--- config.mk ---
export PLATFORM = sky130hd
export DESIGN_NAME = uart_cmd_ctrl_flat
export DESIGN_NICKNAME = d
export VERILOG_FILES = /design/src/rtl/uart_cmd_ctrl_if.sv /design/src/rtl/uart_cmd_ctrl.sv /design/src/flat_wrapper.sv
export SDC_FILE = /design/constraint.sdc
export NUM_CORES = 1
export LEC_CHECK = 0
export ABC_AREA = 1
export BUFFER_PORTS_ARGS = -buffer_cell sky130_fd_sc_hd__buf_2
export CAP_MARGIN = 10
export CORE_AREA = 3 3 354 181
export CTS_BUF_LIST = sky130_fd_sc_hd__clkbuf_8
export DETAILED_ROUTE_END_ITERATION = 7
export DIE_AREA = 0 0 357 184
export GPL_TIMING_DRIVEN = 0
export PLACE_DENSITY = 0.69
export SLEW_MARGIN = 20
export SYNTH_ARGS = -nofsm -noshare
export SYNTH_HDL_FRONTEND = slang
export SYNTH_SLANG_ARGS = --single-unit
--- constraint.sdc ---
create_clock -name clk -period 2.59 [get_ports clk]
set_clock_uncertainty 0.05 [all_clocks]
set_input_delay 0.259 -clock clk [delete_from_list [all_inputs] [get_ports clk]]
set_output_delay 0.259 -clock clk [all_outputs]
set_load 0.02 [all_outputs]
--- src/rtl/uart_cmd_ctrl_if.sv ---
// uart_cmd_ctrl_if: byte-level receive/transmit handshake between the UART and the command controller
interface uart_cmd_ctrl_if;
  logic [7:0] rx_data, tx_data;
  logic rx_avail, rx_error, rx_ack, tx_wr, tx_busy;
  modport master(input rx_data, rx_avail, rx_error, tx_busy, output rx_ack, tx_data, tx_wr);
  modport slave(output rx_data, rx_avail, rx_error, tx_busy, input rx_ack, tx_data, tx_wr);
endinterface

--- src/rtl/uart_cmd_ctrl.sv ---
// uart_cmd_ctrl: UART command decoder that loads key/plaintext, starts the cipher core and streams back ciphertext plus status
module uart_cmd_ctrl #(
  parameter int KEY_BYTES = 48,
  parameter int BLK_BYTES = 16,
  parameter int TIMEOUT = 1000000
) (
  input  logic clk,
  input  logic n_reset,
  uart_cmd_ctrl_if.master u,
  output logic [8*KEY_BYTES-1:0] key,
  output logic [8*BLK_BYTES-1:0] pt,
  output logic core_start,
  input  logic core_done,
  input  logic [8*BLK_BYTES-1:0] ct
);
  localparam int KW = 8 * KEY_BYTES;
  localparam int BW = 8 * BLK_BYTES;
  localparam int CW = $clog2(KEY_BYTES > BLK_BYTES ? KEY_BYTES : BLK_BYTES) + 1;
  localparam int TW = $clog2(TIMEOUT) + 1;
  typedef enum logic [2:0] {IDLE, LOAD_KEY, LOAD_PT, START, WAIT, SEND, STATUS} state_t;
  state_t state, state_n;
  logic [CW-1:0] cnt;
  logic [TW-1:0] tmo;
  logic [BW-1:0] sh;
  logic [7:0] st, st_n;
  logic load, rx_on, err, take, expire, last, issue;
  always_comb begin
    load = state == LOAD_KEY || state == LOAD_PT;
    rx_on = state == IDLE || load;
    err = rx_on && u.rx_error && !u.rx_ack;
    take = rx_on && u.rx_avail && !u.rx_error && !u.rx_ack;
    expire = load && tmo == TW'(TIMEOUT - 1);
    last = cnt == CW'(state == LOAD_KEY ? KEY_BYTES - 1 : BLK_BYTES - 1);
    issue = (state == SEND || state == STATUS) && !u.tx_busy && !u.tx_wr;
    state_n = state;
    st_n = st;
    case (state)
      IDLE: if (take) begin
        state_n = u.rx_data == 8'h01 ? LOAD_KEY : u.rx_data == 8'h02 ? LOAD_PT :
                  u.rx_data == 8'h03 ? START : STATUS;
        st_n = 8'hEE;
      end
      LOAD_KEY, LOAD_PT: if (err || expire) begin
        state_n = STATUS;
        st_n = 8'hEE;
      end else if (take && last) begin
        state_n = STATUS;
        st_n = 8'hA5;
      end
      START: state_n = WAIT;
      WAIT: if (core_done) state_n = SEND;
      SEND: if (issue && cnt == CW'(BLK_BYTES - 1)) begin
        state_n = STATUS;
        st_n = 8'hA5;
      end
      STATUS: if (issue) state_n = IDLE;
      default: state_n = IDLE;
    endcase
  end
  always_ff @(posedge clk or negedge n_reset)
    if (!n_reset) state <= IDLE;
    else state <= state_n;
  // cnt counts payload bytes in LOAD and transmitted bytes in SEND; any state change clears it
  always_ff @(posedge clk or negedge n_reset)
    if (!n_reset) begin
      key <= '0;
      pt <= '0;
      sh <= '0;
      st <= '0;
      cnt <= '0;
      tmo <= '0;
      core_start <= 1'b0;
      u.rx_ack <= 1'b0;
      u.tx_wr <= 1'b0;
      u.tx_data <= '0;
    end else begin
      u.rx_ack <= take || err;
      u.tx_wr <= issue;
      core_start <= state == START;
      st <= st_n;
      if (issue) u.tx_data <= state == SEND ? sh[BW-1 -: 8] : st;
      if (state == WAIT && core_done) sh <= ct;
      else if (issue && state == SEND) sh <= sh << 8;
      if (take && state == LOAD_KEY) key <= {key[KW-9:0], u.rx_data};
      if (take && state == LOAD_PT) pt <= {pt[BW-9:0], u.rx_data};
      if (state_n != state) cnt <= '0;
      else if ((take && load) || (issue && state == SEND)) cnt <= cnt + 1'b1;
      tmo <= (!load || take || state_n != state) ? '0 : tmo + 1'b1;
    end
endmodule

--- src/flat_wrapper.sv ---
// flat-port wrapper written by rule: the top's interface ports become plain ports
module uart_cmd_ctrl_flat 
#(
  parameter int KEY_BYTES = 48,
  parameter int BLK_BYTES = 16,
  parameter int TIMEOUT = 1000000
)
  (clk, n_reset, key, pt, core_start, core_done, ct, u_rx_data, u_rx_avail, u_rx_error, u_tx_busy, u_rx_ack, u_tx_data, u_tx_wr);
  uart_cmd_ctrl_if u_i ();
  input  logic clk;
  input  logic n_reset;
  output logic [8*KEY_BYTES-1:0] key;
  output logic [8*BLK_BYTES-1:0] pt;
  output logic core_start;
  input  logic core_done;
  input  logic [8*BLK_BYTES-1:0] ct;
  input wire logic [$bits(u_i.rx_data)-1:0] u_rx_data;
  input wire logic [$bits(u_i.rx_avail)-1:0] u_rx_avail;
  input wire logic [$bits(u_i.rx_error)-1:0] u_rx_error;
  input wire logic [$bits(u_i.tx_busy)-1:0] u_tx_busy;
  output wire logic [$bits(u_i.rx_ack)-1:0] u_rx_ack;
  output wire logic [$bits(u_i.tx_data)-1:0] u_tx_data;
  output wire logic [$bits(u_i.tx_wr)-1:0] u_tx_wr;
  assign u_i.rx_data = u_rx_data;
  assign u_i.rx_avail = u_rx_avail;
  assign u_i.rx_error = u_rx_error;
  assign u_i.tx_busy = u_tx_busy;
  assign u_rx_ack = u_i.rx_ack;
  assign u_tx_data = u_i.tx_data;
  assign u_tx_wr = u_i.tx_wr;
  uart_cmd_ctrl #(.KEY_BYTES(KEY_BYTES), .BLK_BYTES(BLK_BYTES), .TIMEOUT(TIMEOUT)) u_core (.clk(clk), .n_reset(n_reset), .u(u_i), .key(key), .pt(pt), .core_start(core_start), .core_done(core_done), .ct(ct));
endmodule
==> report_table.html <==
<table>
<tr><th>Metric</th><th>Value</th></tr>
<tr><th colspan="2">Finish</th></tr>
<tr><td>Fraction of the core area covered by cells at the end of the flow</td><td>58.19%</td></tr>
<tr><td>Layout filler cell count</td><td>5040</td></tr>
<tr><td>Area of the multi-input gates</td><td>9072 um^2</td></tr>
<tr><td>Net count, final</td><td>3190</td></tr>
<tr><td>Area of all placed cells without fillers</td><td>35510 um^2</td></tr>
<tr><td>Sequential standard cell area</td><td>17140 um^2</td></tr>
<tr><td>P&amp;R area growth vs syn</td><td>29.29%</td></tr>
<tr><td>Fraction of final layout cells with drive strength greater than 1</td><td>45.79%</td></tr>
<tr><th colspan="2">Routing</th></tr>
<tr><td>Iteration-0 DRC Markers</td><td>1442</td></tr>
<tr><td>Antenna-violating nets left</td><td>0</td></tr>
<tr><td>Met2 layer wire length in the routed design</td><td>41.79 mm</td></tr>
<tr><td>Detailed-routed wire length on met3</td><td>3.882 mm</td></tr>
<tr><td>DRC viols</td><td>0</td></tr>
<tr><td>Vias per cell</td><td>5.104</td></tr>
<tr><td>Routed len/inst</td><td>20.70 um</td></tr>
<tr><td>Vias</td><td>20160</td></tr>
<tr><td>Wire length reported by the detailed router</td><td>81.74 mm</td></tr>
<tr><td>Routed length on met1</td><td>32.04 mm</td></tr>
<tr><td>Max layer used</td><td>met4</td></tr>
<tr><td>First drt pass iteration count</td><td>5</td></tr>
<tr><th colspan="2">Run status</th></tr>
<tr><td>Run status</td><td>complete, no violations</td></tr>
<tr><th colspan="2">Logic synthesis</th></tr>
<tr><td>Synth Flop Type</td><td>dfrtp_1</td></tr>
<tr><td>Number of flops mapped to enable cells by yosys</td><td>0</td></tr>
<tr><td>Library cell with the highest instance count after synthesis</td><td>dfrtp_1</td></tr>
<tr><td>Instance count of the mapped netlist</td><td>2128</td></tr>
<tr><td>Portion of synthesized cell area occupied by the leading cell type</td><td>62.41%</td></tr>
<tr><td>Commonest cells in the netlist</td><td>dfrtp_1 (685), mux2_2 (492), nand2_1 (198), inv_1 (172), o21ai_0 (143)</td></tr>
<tr><td>Register bit count reported by yosys</td><td>685</td></tr>
<tr><td>Post-synthesis instance area</td><td>27470 um^2</td></tr>
<tr><td>Proportion of synthesized chip area in sequential cells</td><td>62.41%</td></tr>
<tr><td>Share of flip-flops with an asynchronous set or reset after synthesis</td><td>100.0%</td></tr>
<tr><td>Warnings from Yosys</td><td>0</td></tr>
<tr><td>Most area-hungry cell type in the Yosys netlist</td><td>dfrtp_1</td></tr>
<tr><td>Area contributors post-synth</td><td>dfrtp_1 (62%), mux2_2 (20%), o211ai_1 (3.2%)</td></tr>
<tr><td>Net count after synthesis</td><td>2272</td></tr>
<tr><td>Average size of a mapped cell</td><td>12.91 um^2</td></tr>
<tr><td>Number of distinct library cells after synthesis</td><td>37</td></tr>
<tr><th colspan="2">Worst setup path</th></tr>
<tr><td>Type of element launching the critical path</td><td>flop</td></tr>
<tr><td>Reg2reg start</td><td>u_core.state[2]</td></tr>
<tr><td>Largest fanout on the critical path</td><td>10</td></tr>
<tr><td>CP arrival</td><td>2.93 ns</td></tr>
<tr><td>Element type at the critical path end</td><td>flop</td></tr>
<tr><td>Cell-by-cell trace of the critical path</td><td>buf_2 &gt; inv_2 &gt; nand2_2 &gt; nor2_1 &gt; nand2_1 &gt; clkbuf_1 &gt; buf_2 &gt; mux2_2</td></tr>
<tr><td>Required time worst endpoint</td><td>3.10 ns</td></tr>
<tr><td>Critical setup path kind</td><td>flop to flop</td></tr>
<tr><td>Most common cell type on the critical path</td><td>buf_2</td></tr>
<tr><td>Setup crit start</td><td>u_core.state[2]</td></tr>
<tr><td>CP max stage delay</td><td>0.39 ns</td></tr>
<tr><td>Master of the slowest instance on the critical path</td><td>clkbuf_1</td></tr>
<tr><th colspan="2">Pwr</th></tr>
<tr><td>Clock share of power</td><td>30.3%</td></tr>
<tr><td>Proportion of power drawn by flip-flops and latches</td><td>45.3%</td></tr>
<tr><td>Part of the total power dissipated in combinational logic</td><td>24.4%</td></tr>
<tr><td>Switching share of power</td><td>33.55%</td></tr>
<tr><td>Largest voltage drop on the vdd net</td><td>0.4520 mV</td></tr>
<tr><td>Lkg Pwr</td><td>19.81 nW</td></tr>
<tr><td>Power Internal</td><td>19.00 mW</td></tr>
<tr><td>Pwr dens</td><td>805.1 nW/um^2</td></tr>
<tr><td>Final Total Pwr</td><td>28.59 mW</td></tr>
<tr><td>Switching power summed over all nets</td><td>9.592 mW</td></tr>
<tr><th colspan="2">STA</th></tr>
<tr><td>Final-report setup violation count</td><td>0</td></tr>
<tr><td>Max Transition Viols Final</td><td>0</td></tr>
<tr><td>Maximum achievable frequency</td><td>0.4129 GHz</td></tr>
<tr><td>Post-route minimum period</td><td>2.422 ns</td></tr>
<tr><td>TNS Setup</td><td>0 ns</td></tr>
<tr><td>Least-Margin Pin Slew</td><td>0.7740 ns</td></tr>
<tr><td>Fin crit share</td><td>93.51%</td></tr>
<tr><td>Number of failing hold endpoints at the final stage</td><td>0</td></tr>
<tr><td>Slew headroom</td><td>48.40%</td></tr>
<tr><td>Unrepaired setup endpoints after global routing</td><td>true</td></tr>
<tr><td>Hold slack final</td><td>0.1111 ns</td></tr>
<tr><th colspan="2">Clock network</th></tr>
<tr><td>Inserted Clock Buffers</td><td>97</td></tr>
<tr><td>Clock insertion delay at the later pin of the skew report</td><td>0.68 ns</td></tr>
<tr><td>Buffer levels on the longest clock path</td><td>3</td></tr>
<tr><td>Number of clock sinks</td><td>685</td></tr>
<tr><td>H-tree depth</td><td>3</td></tr>
<tr><td>CTS root buffer</td><td>clkbuf_8</td></tr>
<tr><td>Clock-pin slew reported for the worst setup and hold paths after clock tree synthesis</td><td>0.07 ns</td></tr>
<tr><td>Buffers inserted by post-CTS timing repair</td><td>0</td></tr>
<tr><td>TritonCTS clock tree</td><td>built</td></tr>
<tr><th colspan="2">Global route</th></tr>
<tr><td>Maximum number of pins on one net before global-route repair</td><td>102</td></tr>
<tr><td>Number of antenna violations at the first check in global routing</td><td>2</td></tr>
<tr><td>First-pass GRT wire length</td><td>124.0 mm</td></tr>
<tr><td>Number of global-route vias before repair</td><td>20680</td></tr>
<tr><td>Global router's overall resource usage</td><td>24.51%</td></tr>
<tr><td>Leftover overflow at the end of global routing</td><td>0</td></tr>
<tr><th colspan="2">Floorplan</th></tr>
<tr><td>Floorplan die area</td><td>65690 um^2</td></tr>
<tr><td>Die Y</td><td>184 um</td></tr>
<tr><td>Width of the die</td><td>357 um</td></tr>
<tr><td>Total core area</td><td>61020 um^2</td></tr>
<tr><td>Ports</td><td>665</td></tr>
<tr><td>Initial core utilization</td><td>45.01%</td></tr>
<tr><td>Cell row count</td><td>64</td></tr>
<tr><th colspan="2">Min path</th></tr>
<tr><td>Worst min-delay path class</td><td>primary input to asynchronous set/reset pin</td></tr>
<tr><th colspan="2">Place</th></tr>
<tr><td>Detailed-placement wirelength estimate</td><td>60.16 mm</td></tr>
<tr><td>GPL Wtd Cong</td><td>0.8904</td></tr>
<tr><td>Cell area reported after detailed placement</td><td>32020 um^2</td></tr>
<tr><td>Port buffer count</td><td>663</td></tr>
<tr><th colspan="2">Run</th></tr>
<tr><td>Maximum Capacitance Violations</td><td>0</td></tr>
</table>
## path summary, 6_finish.rpt
path / endpoint / slack, ns / cells past startpoint
worst max-delay path: u_core.pt[121] / 0.17 / 8
worst max register to register: u_core.pt[121] / 0.17 / 8
worst min register to register: u_core.tmo[0] / 0.42 / 1
worst min-delay path: u_core.sh[58] / 0.11 / 2
min in group clk: u_core.state[0] / 0.12 / 4
max in group asynchronous: u_core.pt[42] / 0.39 / 5
## stage by stage
step	worst slack, ns	cells
floorplan	0.7111	2128
global placement	-13.20	3616
detailed placement	0.1127	3623
CTS	0.07551	3946
global route	-0.0006870	3948
finish	0.1681	3949
## metal layers
| layer | GRT usage (%) | vias to the layer above |
|---|---|---|
| met4 | 11.48 | 0 |
| met2 | 42.47 | 667 |
| met1 | 29.93 | 10150 |
| met5 | 0 | - |
| li1 | - | 9108 |
| met3 | 4.491 | 227 |
## timing repair
action	4_1_cts	5_1_grt
endpoints found under the hold margin	244	0
gates resized for setup	0	7
endpoints found under the setup margin	0	96
hold buffers	149	0
## sequential cells by signal, indices dropped and copies added (netlist names)
register,cells
u_core.key,384
u_core.pt,128
u_core.sh,128
u_core.tmo,21
u_core.u.tx_data,8
u_core.cnt,7
u_core.st,3
u_core.state,3
u_core.core_start,1
u_core.u.rx_ack,1
u_core.u.tx_wr,1
## critical path, delay by kind of cell (launching register included)
family / cells / cell delay, ns
buffers and inverters: 4 / 1.10
muxes: 1 / 0.37
and+or+nand+nor: 3 / 0.43
DFF: 1 / 0.33
## cell type report
type	instances	share of cell area, %
multi-input combinational	1147	25.55
buffer	120	1.684
antenna	3	0.02114
timing repair buffer	819	14.12
tap	825	2.907
sequential	685	48.27
inverter	176	1.875
clock buffer	124	4.806
clock inverter	50	0.7681
## logic make-up (layout without fill, tap and decap cells)
logic type / after synthesis / count (layout) / share of synthesized area, %
other: 0 / 3 / 0
buffers and inverters: 296 / 1289 / 4.592
AO/OA/AOI/OAI: 280 / 280 / 6.269
XOR/XNOR: 23 / 23 / 0.7334
multiplexers: 492 / 492 / 20.17
flip-flops: 685 / 685 / 62.41
adder cells (fa/ha/maj): 2 / 2 / 0.09110
AND/OR/NAND/NOR: 350 / 350 / 5.731
## power groups by stage
| stage | registers [mW] | logic [mW] | clock network (mW) |
|---|---|---|---|
| after global placement | 13.1 | 6.52 | 0 |
| after CTS | 12.9 | 6.94 | 8.86 |
| final | 13.0 | 6.98 | 8.66 |
| after detailed placement | 13.1 | 6.68 | 0 |
| after global routing | 13.1 | 7.69 | 9.38 |
| after floorplan | 13.5 | 3.77 | 0 |
## cells in the final DEF, fill, tap and decap left out, types with 6 or more instances in the layout
| cell | synthesis | routed |
|---|---|---|
| a21oi_1 | 7 | 7 |
| nand3_1 | 33 | 32 |
| nand2_2 | 8 | 10 |
| buf_2 | 65 | 727 |
| nor2_1 | 49 | 49 |
| nand2_1 | 198 | 196 |
| buf_4 | 11 | 11 |
| nor3_1 | 6 | 6 |
| a31oi_1 | 9 | 9 |
| o21ai_0 | 143 | 143 |
| mux2_2 | 492 | 492 |
| buf_16 | 0 | 7 |
| dlygate4sd3_1 | 0 | 149 |
| xor2_1 | 19 | 19 |
| inv_1 | 172 | 207 |
| clkbuf_8 | 0 | 124 |
| clkbuf_1 | 37 | 35 |
| nor2_2 | 23 | 23 |
| nand4_1 | 19 | 19 |
| clkinv_2 | 0 | 7 |
| o211ai_1 | 117 | 117 |
| dfrtp_1 | 685 | 685 |
(Power assumes the default switching activity.)
